### config.mk
export PLATFORM = sky130hd
export DESIGN_NAME = neuron_mac
export DESIGN_NICKNAME = d
export VERILOG_FILES = /design/src/rtl/neuron_mac.sv
export SDC_FILE = /design/constraint.sdc
export NUM_CORES = 1
export LEC_CHECK = 0
export CAP_MARGIN = 20
export CORE_UTILIZATION = 45
export DETAILED_ROUTE_END_ITERATION = 10
export GPL_ROUTABILITY_DRIVEN = 0
export GPL_TIMING_DRIVEN = 0
export PLACE_DENSITY = 0.65
export RECOVER_POWER = 50
export SLEW_MARGIN = 40
export SYNTH_ARGS = -nofsm -noshare
export SYNTH_HDL_FRONTEND = slang
export SYNTH_SLANG_ARGS = --single-unit
export TNS_END_PERCENT = 10
### constraint.sdc
create_clock -name clk -period 8.04 [get_ports clk]
set_input_delay 1.608 -clock clk [delete_from_list [all_inputs] [get_ports clk]]
set_output_delay 1.608 -clock clk [all_outputs]
set_load 0.03 [all_outputs]
### src/rtl/neuron_mac.sv
// neuron_mac: one neuron - serial multiply-accumulate, bias add, fixed-point rescale and saturation
//
// Ports:
//   clk       in   single clock, all state on posedge
//   rst       in   asynchronous active-low reset
//   in_valid  in   in_data valid this cycle
//   in_data   in   signed input activation (dataWidth, fracBits fractional)
//   in_ready  out  block can accept in_data (ACC state, no last input pending)
//   ren       out  weight-memory read enable (= accepted input)
//   radd      out  weight-memory read address (= weight counter)
//   wout      in   weight-memory read data, valid one cycle after ren
//   bias      in   signed neuron bias, held stable by the system
//   out_valid out  one-cycle pulse when out_data carries a new result
//   out_data  out  signed neuron result, held until the next result
//
// Build option: define RELU_EN to clamp negative results to zero (ReLU);
// otherwise the saturated result is passed through (linear activation).
module neuron_mac #(
    parameter int numWeight    = 3,
    parameter int addressWidth = 10,
    parameter int dataWidth    = 16,
    parameter int fracBits     = 8
) (
    input  logic                    clk,
    input  logic                    rst,
    input  logic                    in_valid,
    input  logic [dataWidth-1:0]    in_data,
    output logic                    in_ready,
    output logic                    ren,
    output logic [addressWidth-1:0] radd,
    input  logic [dataWidth-1:0]    wout,
    input  logic [dataWidth-1:0]    bias,
    output logic                    out_valid,
    output logic [dataWidth-1:0]    out_data
);
    localparam int AW = 2 * dataWidth;
    localparam logic [addressWidth-1:0] LAST = addressWidth'(numWeight - 1);

    typedef enum logic [1:0] {ACC, BIAS, OUT} state_t;

    state_t                  state_q, state_d;
    logic [addressWidth-1:0] cnt_q, cnt_d;
    logic [dataWidth-1:0]    dat_q, dat_d;
    logic                    vld_q, vld_d;
    logic                    lst_q, lst_d;
    logic signed [AW-1:0]    acc_q, acc_d;
    logic [dataWidth-1:0]    out_q, out_d;
    logic                    accept;
    logic signed [AW-1:0]    prod, biased, shifted;
    logic [dataWidth-1:0]    res, act;

    // Signed add clamped to the AW-bit range: overflow shows as the two top
    // bits of the one-bit-wider sum disagreeing.
    function automatic logic signed [AW-1:0] sat_add(input logic signed [AW-1:0] a,
                                                     input logic signed [AW-1:0] b);
        logic signed [AW:0] s;
        s = {a[AW-1], a} + {b[AW-1], b};
        return (s[AW] != s[AW-1]) ? {s[AW], {(AW-1){~s[AW]}}} : s[AW-1:0];
    endfunction

    // Once the last input is in flight, stop accepting so the next neuron's
    // first input cannot land in the pipeline while the bias step runs.
    assign in_ready  = (state_q == ACC) && !lst_q;
    assign accept    = in_valid && in_ready;
    assign ren       = accept;
    assign radd      = cnt_q;
    assign out_valid = (state_q == OUT);
    assign out_data  = out_q;

    always_comb begin
        // Full product of two dataWidth words always fits in AW bits.
        prod    = AW'($signed(dat_q)) * AW'($signed(wout));
        biased  = sat_add(acc_q, AW'($signed(bias)) <<< fracBits);
        shifted = biased >>> fracBits;
        // In range iff every bit above the output sign bit matches it.
        res     = (&shifted[AW-1:dataWidth-1] || ~|shifted[AW-1:dataWidth-1])
                  ? shifted[dataWidth-1:0]
                  : {shifted[AW-1], {(dataWidth-1){~shifted[AW-1]}}};
`ifdef RELU_EN
        act     = res[dataWidth-1] ? '0 : res;
`else
        act     = res;
`endif
        cnt_d   = accept ? ((cnt_q == LAST) ? '0 : cnt_q + 1'b1) : cnt_q;
        dat_d   = accept ? in_data : dat_q;
        vld_d   = accept;
        lst_d   = accept && (cnt_q == LAST);
        acc_d   = (state_q == OUT) ? '0 : vld_q ? sat_add(acc_q, prod) : acc_q;
        out_d   = (state_q == BIAS) ? act : out_q;
        state_d = (state_q == ACC)  ? ((vld_q && lst_q) ? BIAS : ACC)
                : (state_q == BIAS) ? OUT
                : ACC;
    end

    always_ff @(posedge clk or negedge rst) begin
        if (!rst) begin
            state_q <= ACC;
            cnt_q   <= '0;
            dat_q   <= '0;
            vld_q   <= 1'b0;
            lst_q   <= 1'b0;
            acc_q   <= '0;
            out_q   <= '0;
        end else begin
            state_q <= state_d;
            cnt_q   <= cnt_d;
            dat_q   <= dat_d;
            vld_q   <= vld_d;
            lst_q   <= lst_d;
            acc_q   <= acc_d;
            out_q   <= out_d;
        end
    end
endmodule
==> flow_summary.toml, run 1 <==
[logic_synthesis]
syn_area_um2 = 15980
synthFlopType = "dfrtp_1"
async_flop_share = 1.000
yosysSeqAreaShare = 0.1221
syn_inst = 1743
syn_nets = 2223
ys.warnings.count = 0
synth.avg_cell_area_um2 = 9.168
synth_enable_flop_cells = 0
synth.distinct_cells = 75
ys_ff_latch = 78

[routing]
dr.pass1.iters = 5
top_layer_used = "met4"
ant_nets = 0
routed_via_density = 5.302
vias = 12200
wl_met3_mm = 1.992
drcViolationCount = 0
met2_length_mm = 21.42
drt-total-wl_mm = 41.47
drt_first_iter_violations = 749
met1_length_mm = 17.04
avgRoutedWirePerCell_um = 18.02

[final_layout]
multi_input_area_um2 = 12570
fillers = 3252
layout-drive-gt1-share = 0.06826
n_antenna_cell = 0
regArea_um2 = 1952
fin_nets = 2321
area_growth_pct = 12.07
mostFrequentLayoutCell = "inv_1"
utilization = 0.5159
layout_common_cells = "inv_1 (358), fa_1 (298), nand2_1 (216)"
finalNonFillerCells = 2301

[worst_setup_path]
cp_cell_sequence = "clkdlybuf4s15_2, buf_4, and2_1, fa_1, inv_1, fa_1, fa_1, inv_1, fa_1, fa_1, inv_1, fa_1, inv_1, ha_1, nand2_1, o21ai_0, a31o_1, o2111a_2, o31a_4, o31a_1, o31ai_2, nor3_4, and3_4, a221o_1"
slowest_stage = "fa_1"
r2r-end = "acc_q[2]$_DFFE_PN0P_"
critical_path_required_ps = 8270
ff2ff_setup_slack_ps = 570
r2r_cells = 24
endpoint_kind = "register"
arrival_ps = 8100
r2r-start = "dat_q[4]$_DFFE_PN0P_"
crit_type = "in2reg"
crit_path_max_incr_delay_ps = 520
start_kind = "input pin"
cp_max_fo = 10
crit_path_frequent_cell = "fa_1"

[cts]
cts-root-buf = "clkbuf_16"
cts_tree = "done"
htreeDepth = 3
cts_buffer_depth = 2
cts.sinks = 78
numCtsBuffers = 9
clk_latency_ps = 350
path_clk_slew_ps = 70

[timing]
rsz0062_at_grt = "yes"
slew_viol_final = 81
fmax_ghz = 0.1272
period_share = 0.9781
worstMarginPinSlew_ps = 2366
hold_violations = 0
fin_skew_ps = 13.41
fin_crit_ps = 7864
relSlewSlack = -0.5773
finalSetupViolCount = 0
hold-worst-slack_ps = 475.5

[run_status]
failed_checks = "max-capacitance violations, max-slew violations"
status = "finished with violations"

[floorplanning]
die_height_um = 190.4
initial_utilization = 0.4604
core_um2 = 34710
rows = 68
die_w_um = 190.4
die-area_um2 = 36270
io_pins = 80

[place]
placed_cells = 2278
dpl.hpwl_mm = 35.02
place.port_buffers = 79

[global_routing]
grt_pass1_wl_mm = 68.19
grt_overflow = 0
grt_usage = 0.2455
antenna_found_initial = 0
grt_pass1_vias = 12900
grt_max_degree = 42

[min_path]
min_from = "state_q[1]$_DFF_PN0_"
hp-class = "reg2reg"
holdPathEnd = "state_q[0]$_DFF_PN0_"
min_delay_path_depth = 1

[run]
max_cap_viol_count = 2
cell type report:
cell class / count / area share
buffer: 57 / 0.01970
clock buffer: 9 / 0.01258
clock inverter: 7 / 0.004331
inverter: 363 / 0.07643
multi-input combinational: 1245 / 0.7018
sequential: 78 / 0.1090
tap: 455 / 0.03179
timing repair buffer: 87 / 0.04436
through the flow:
stage	setup slack (ps)	setup TNS, ps	instance area [um^2]
3_3_place_gp	-1789	-44360	17340
6_report	176.0	0	17910
3_5_place_dp	-1497	-44960	17370
5_1_grt	-19.92	-23.24	17910
2_1_floorplan	39.75	0	15980
4_1_cts	1.543	0	17890
registers in the layout (all words and copies together) (netlist names):
signal,cells
lst_q,1
out_data,16
radd,10
state_q,2
acc_q,32
dat_q,16
vld_q,1
repair_timing:
action / in CTS / in global routing
pin swaps: 8 / 6
endpoints found under the setup margin: 32 / 32
resized for setup: 94 / 50
buffers inserted: 4 / 3
hold buffers: 0 / 0
layer usage:
metal | vias to the layer above | GRT usage
met3 | 59 | 0.02687
met1 | 6206 | 0.3235
li1 | 5614 | -
met5 | - | 0
met4 | 0 | 0.06246
met2 | 321 | 0.4291
critical path: cells and delay by family:
| family | cells | cell delay [ps] |
|---|---|---|
| fa+ha+maj | 7 | 3310 |
| compound gates | 7 | 1780 |
| buf+inv | 6 | 690 |
| simple gates | 4 | 680 |
worst max path at each step:
| stage | startpoint | to | cells after the start |
|---|---|---|---|
| final | wout[5] | acc_q[2]$_DFFE_PN0P_ | 24 |
| after global routing | wout[7] | acc_q[0]$_DFFE_PN0P_ | 25 |
| after CTS | wout[9] | acc_q[17]$_DFFE_PN0P_ | 24 |
| after detailed placement | wout[1] | acc_q[1]$_DFFE_PN0P_ | 25 |
| after global placement | wout[7] | acc_q[0]$_DFFE_PN0P_ | 25 |
| after floorplan | wout[1] | acc_q[0]$_DFFE_PN0P_ | 24 |
logic make-up after synthesis:
| family | count (synthesis) | synth area share |
|---|---|---|
| and+or+nand+nor | 481 | 0.1460 |
| xor gates and xnor gates | 55 | 0.03320 |
| muxes | 3 | 0.001879 |
| adders and majority gates | 454 | 0.4937 |
| buffers and inverters | 420 | 0.1011 |
| DFF | 78 | 0.1221 |
| AOI/OAI and AO/OA | 252 | 0.1020 |
cells in the mapped netlist, drive strengths merged (22+ instances only):
master,instances,area share
inv,363,0.085
fa,300,0.38
nand2,217,0.051
ha,129,0.10
and2,119,0.047
a21oi,86,0.027
dfrtp,78,0.12
o21ai,67,0.021
nor2,61,0.016
clkbuf,48,0.011
xnor2,30,0.017
maj3,25,0.017
xor2,22,0.012
Power of run 1 is left out: the tool's default activity adds up to more than one toggle a clock period on the data nets, which glitch-free logic cannot reach.
==> inputs of run 2 (changes only) <==
- GPL_ROUTABILITY_DRIVEN: 0 -> unset
==> results of run 2 <==
Final layout, timing and power as in run 1 (identical DEF).
Power of run 2 is left out for the same reason.
==> inputs of run 3 (changes only) <==
- ABC_AREA: unset -> 1
- CORE_ASPECT_RATIO: unset -> 0.6
- PLACE_DENSITY: 0.65 -> 0.64
==> flow_summary.toml, run 3 <==
[place]
preCtsSetupSlack_ps = -532.9
dpl.hpwl_mm = 41.38
place.port_buffers = 64
place_congestion = 0.9569

[final_layout]
layout_common_cells = "nand2_1 (694), inv_1 (578), fa_1 (299)"
fillers = 3642
area_growth_pct = 9.476
regArea_um2 = 1952
mostFrequentLayoutCell = "nand2_1"
top_register = "acc_q"
largest_register_ffs = 32
fin_nets = 2798
layout-drive-gt1-share = 0.04090
n_antenna_cell = 0
multi_input_area_um2 = 12370

[logic_synthesis]
synthXorXnorAreaFrac = 0.02593
post-synth-top-count-cell = "nand2_1"
syn_area_um2 = 16890
yosysSeqAreaShare = 0.1156
yosysTopAreaCell = "fa_1"
syn_inst = 2242
synth.distinct_cells = 41
yosys.area_share.simple = 0.2160
synth_enable_flop_cells = 0
synth_area_leaders = "fa_1 (36%), nand2_1 (15%), inv_1 (13%)"
synth.avg_cell_area_um2 = 7.532
synth_compound_area_frac = 0.03816
synth-adder-area-share = 0.4512
synthFlopType = "dfrtp_1"
synth.top_cells.by_count = "nand2_1 (694), inv_1 (580), fa_1 (300)"
syn_nets = 2722
synth_top_family_by_area = "adder cells"
ys_ff_latch = 78
synthMuxAreaShare = 0
async_flop_share = 1.000
ys.warnings.count = 0
synth_top_area_share = 0.3556

[floorplanning]
core_um2 = 36620
die-area_um2 = 38330
rows = 54
io_pins = 80
die_w_um = 252.1
initial_utilization = 0.4612
die_height_um = 152.1

[worst_setup_path]
arrival_ps = 8120
crit_type = "in2reg"
r2r-start = "dat_q[12]$_DFFE_PN0P_"
r2r_cells = 26
r2r-end = "acc_q[27]$_DFFE_PN0P_"
cp_max_fo = 10
ff2ff_setup_slack_ps = 630
critical_path_required_ps = 8290
start_kind = "input pin"
endpoint_kind = "register"

[timing]
fmax_ghz = 0.1270
relSlewSlack = -0.9805
finalSetupViolCount = 0
slew_viol_final = 81
fin_crit_ps = 7874
fin_skew_ps = 11.77
worstMarginPinSlew_ps = 2971
period_share = 0.9793
post-route-worst-setup-slack_ps = 166.5
hold_violations = 0

[global_routing]
grt_overflow = 0
grt_usage = 0.2591
antenna_found_initial = 0
grt_pass1_wl_mm = 75.22
grt_pass1_vias = 13560
grt_max_degree = 51

[routing]
drt_first_iter_violations = 1087
ant_nets = 0
avgRoutedWirePerCell_um = 16.70
routed_via_density = 4.919
vias = 13910
drcViolationCount = 0
dr.pass1.iters = 6
drt-total-wl_mm = 47.21

[cts]
numCtsBuffers = 9
cts_hold_buffers = 0
cts.sinks = 78
cts_buffer_depth = 2
cts-root-buf = "clkbuf_16"
path_clk_slew_ps = 70
clk_latency_ps = 370
cts_tree = "done"
htreeDepth = 3

[run_status]
failed_checks = "max-capacitance violations, max-slew violations"
status = "finished with violations"

[min_path]
hp-class = "reg2reg"
holdPathEnd = "out_data[11]$_DFFE_PN0N_"
min_delay_path_depth = 2
min_from = "out_data[11]$_DFFE_PN0N_"

[run]
max_cap_viol_count = 2
## run 3: changes by cell type in the layout (fill, tap and decap cells not counted), moves of 14 or more
| cell | previous run | this run |
|---|---|---|
| o21ai_0 | 55 | 28 |
| inv_1 | 358 | 578 |
| nor2_1 | 58 | 78 |
| and2_1 | 118 | 2 |
| a21oi_1 | 84 | 49 |
| nand2_1 | 216 | 694 |
| clkbuf_1 | 35 | 57 |
| nand2_2 | 1 | 15 |
| maj3_2 | 15 | 0 |
| nand3_1 | 14 | 62 |
## run 3: cells by family (layout without fill, tap and decap cells)
kind of cell,Yosys count,count (layout)
flip-flops,78,78
XOR/XNOR,50,50
AO/OA/AOI/OAI,112,112
adder cells (fa/ha/maj),429,429
buffers and inverters,672,753
AND/OR/NAND/NOR,901,901
## run 3: final cells by class
cell class	count	share of cell area
buffer	87	0.02240
multi-input combinational	1492	0.6691
timing repair buffer	65	0.03452
inverter	585	0.1190
clock inverter	6	0.002369
tap	504	0.03411
sequential	78	0.1056
clock buffer	10	0.01293
## run 3: worst max-delay path: stages
cell,delay (ps)
clkbuf_1,510
clkbuf_2,390
nand2_1,130
fa_1,420
inv_1,80
fa_1,440
fa_1,600
fa_1,440
fa_1,490
inv_1,50
fa_1,470
inv_1,40
ha_1,330
a21oi_1,350
o21ai_1,240
a21oi_1,200
o21ai_2,150
nand2_1,100
nand3_1,160
inv_2,90
nand2_2,80
nand3_2,200
buf_2,280
nand3_1,110
nand2_1,80
nand2_1,60
## run 3: worst max-delay path by stage
stage,from,end,slack [ps]
finish,wout[11],acc_q[27]$_DFFE_PN0P_,170
global route,wout[7],acc_q[27]$_DFFE_PN0P_,-20
CTS,wout[8],acc_q[27]$_DFFE_PN0P_,60
detailed placement,wout[3],acc_q[27]$_DFFE_PN0P_,-530
floorplan,wout[3],acc_q[16]$_DFFE_PN0P_,800
global placement,wout[3],acc_q[30]$_DFFE_PN0P_,-500
## run 3: per-stage QoR
step	util	area (um^2)	TNS (ps)	cells	hold WS, ps
after floorplan	-	16890	0	2242	455.3
after global placement	0.4959	18160	-14560	2810	465.1
after detailed placement	0.4967	18190	-15720	2811	466.5
after CTS	0.5047	18480	0	2827	485.4
after global routing	0.5049	18490	-17.65	2827	511.5
final	0.5049	18490	0	2827	483.1
## run 3: routing by layer
layer / vias to the layer above / GRT usage / routed length [um]
met4: 0 / 0.04127 / 556
met2: 489 / 0.3450 / 18460
met5: - / 0 / 0
met1: 6761 / 0.4061 / 23050
met3: 30 / 0.08600 / 5134
li1: 6625 / - / -
## run 3: repair_timing
action                                  CTS  global route
buffers inserted                          0             0
resized for setup                        10            32
endpoints found under the setup margin   31            31
pin swaps                                 0             0
Power of run 3 is left out for the same reason.
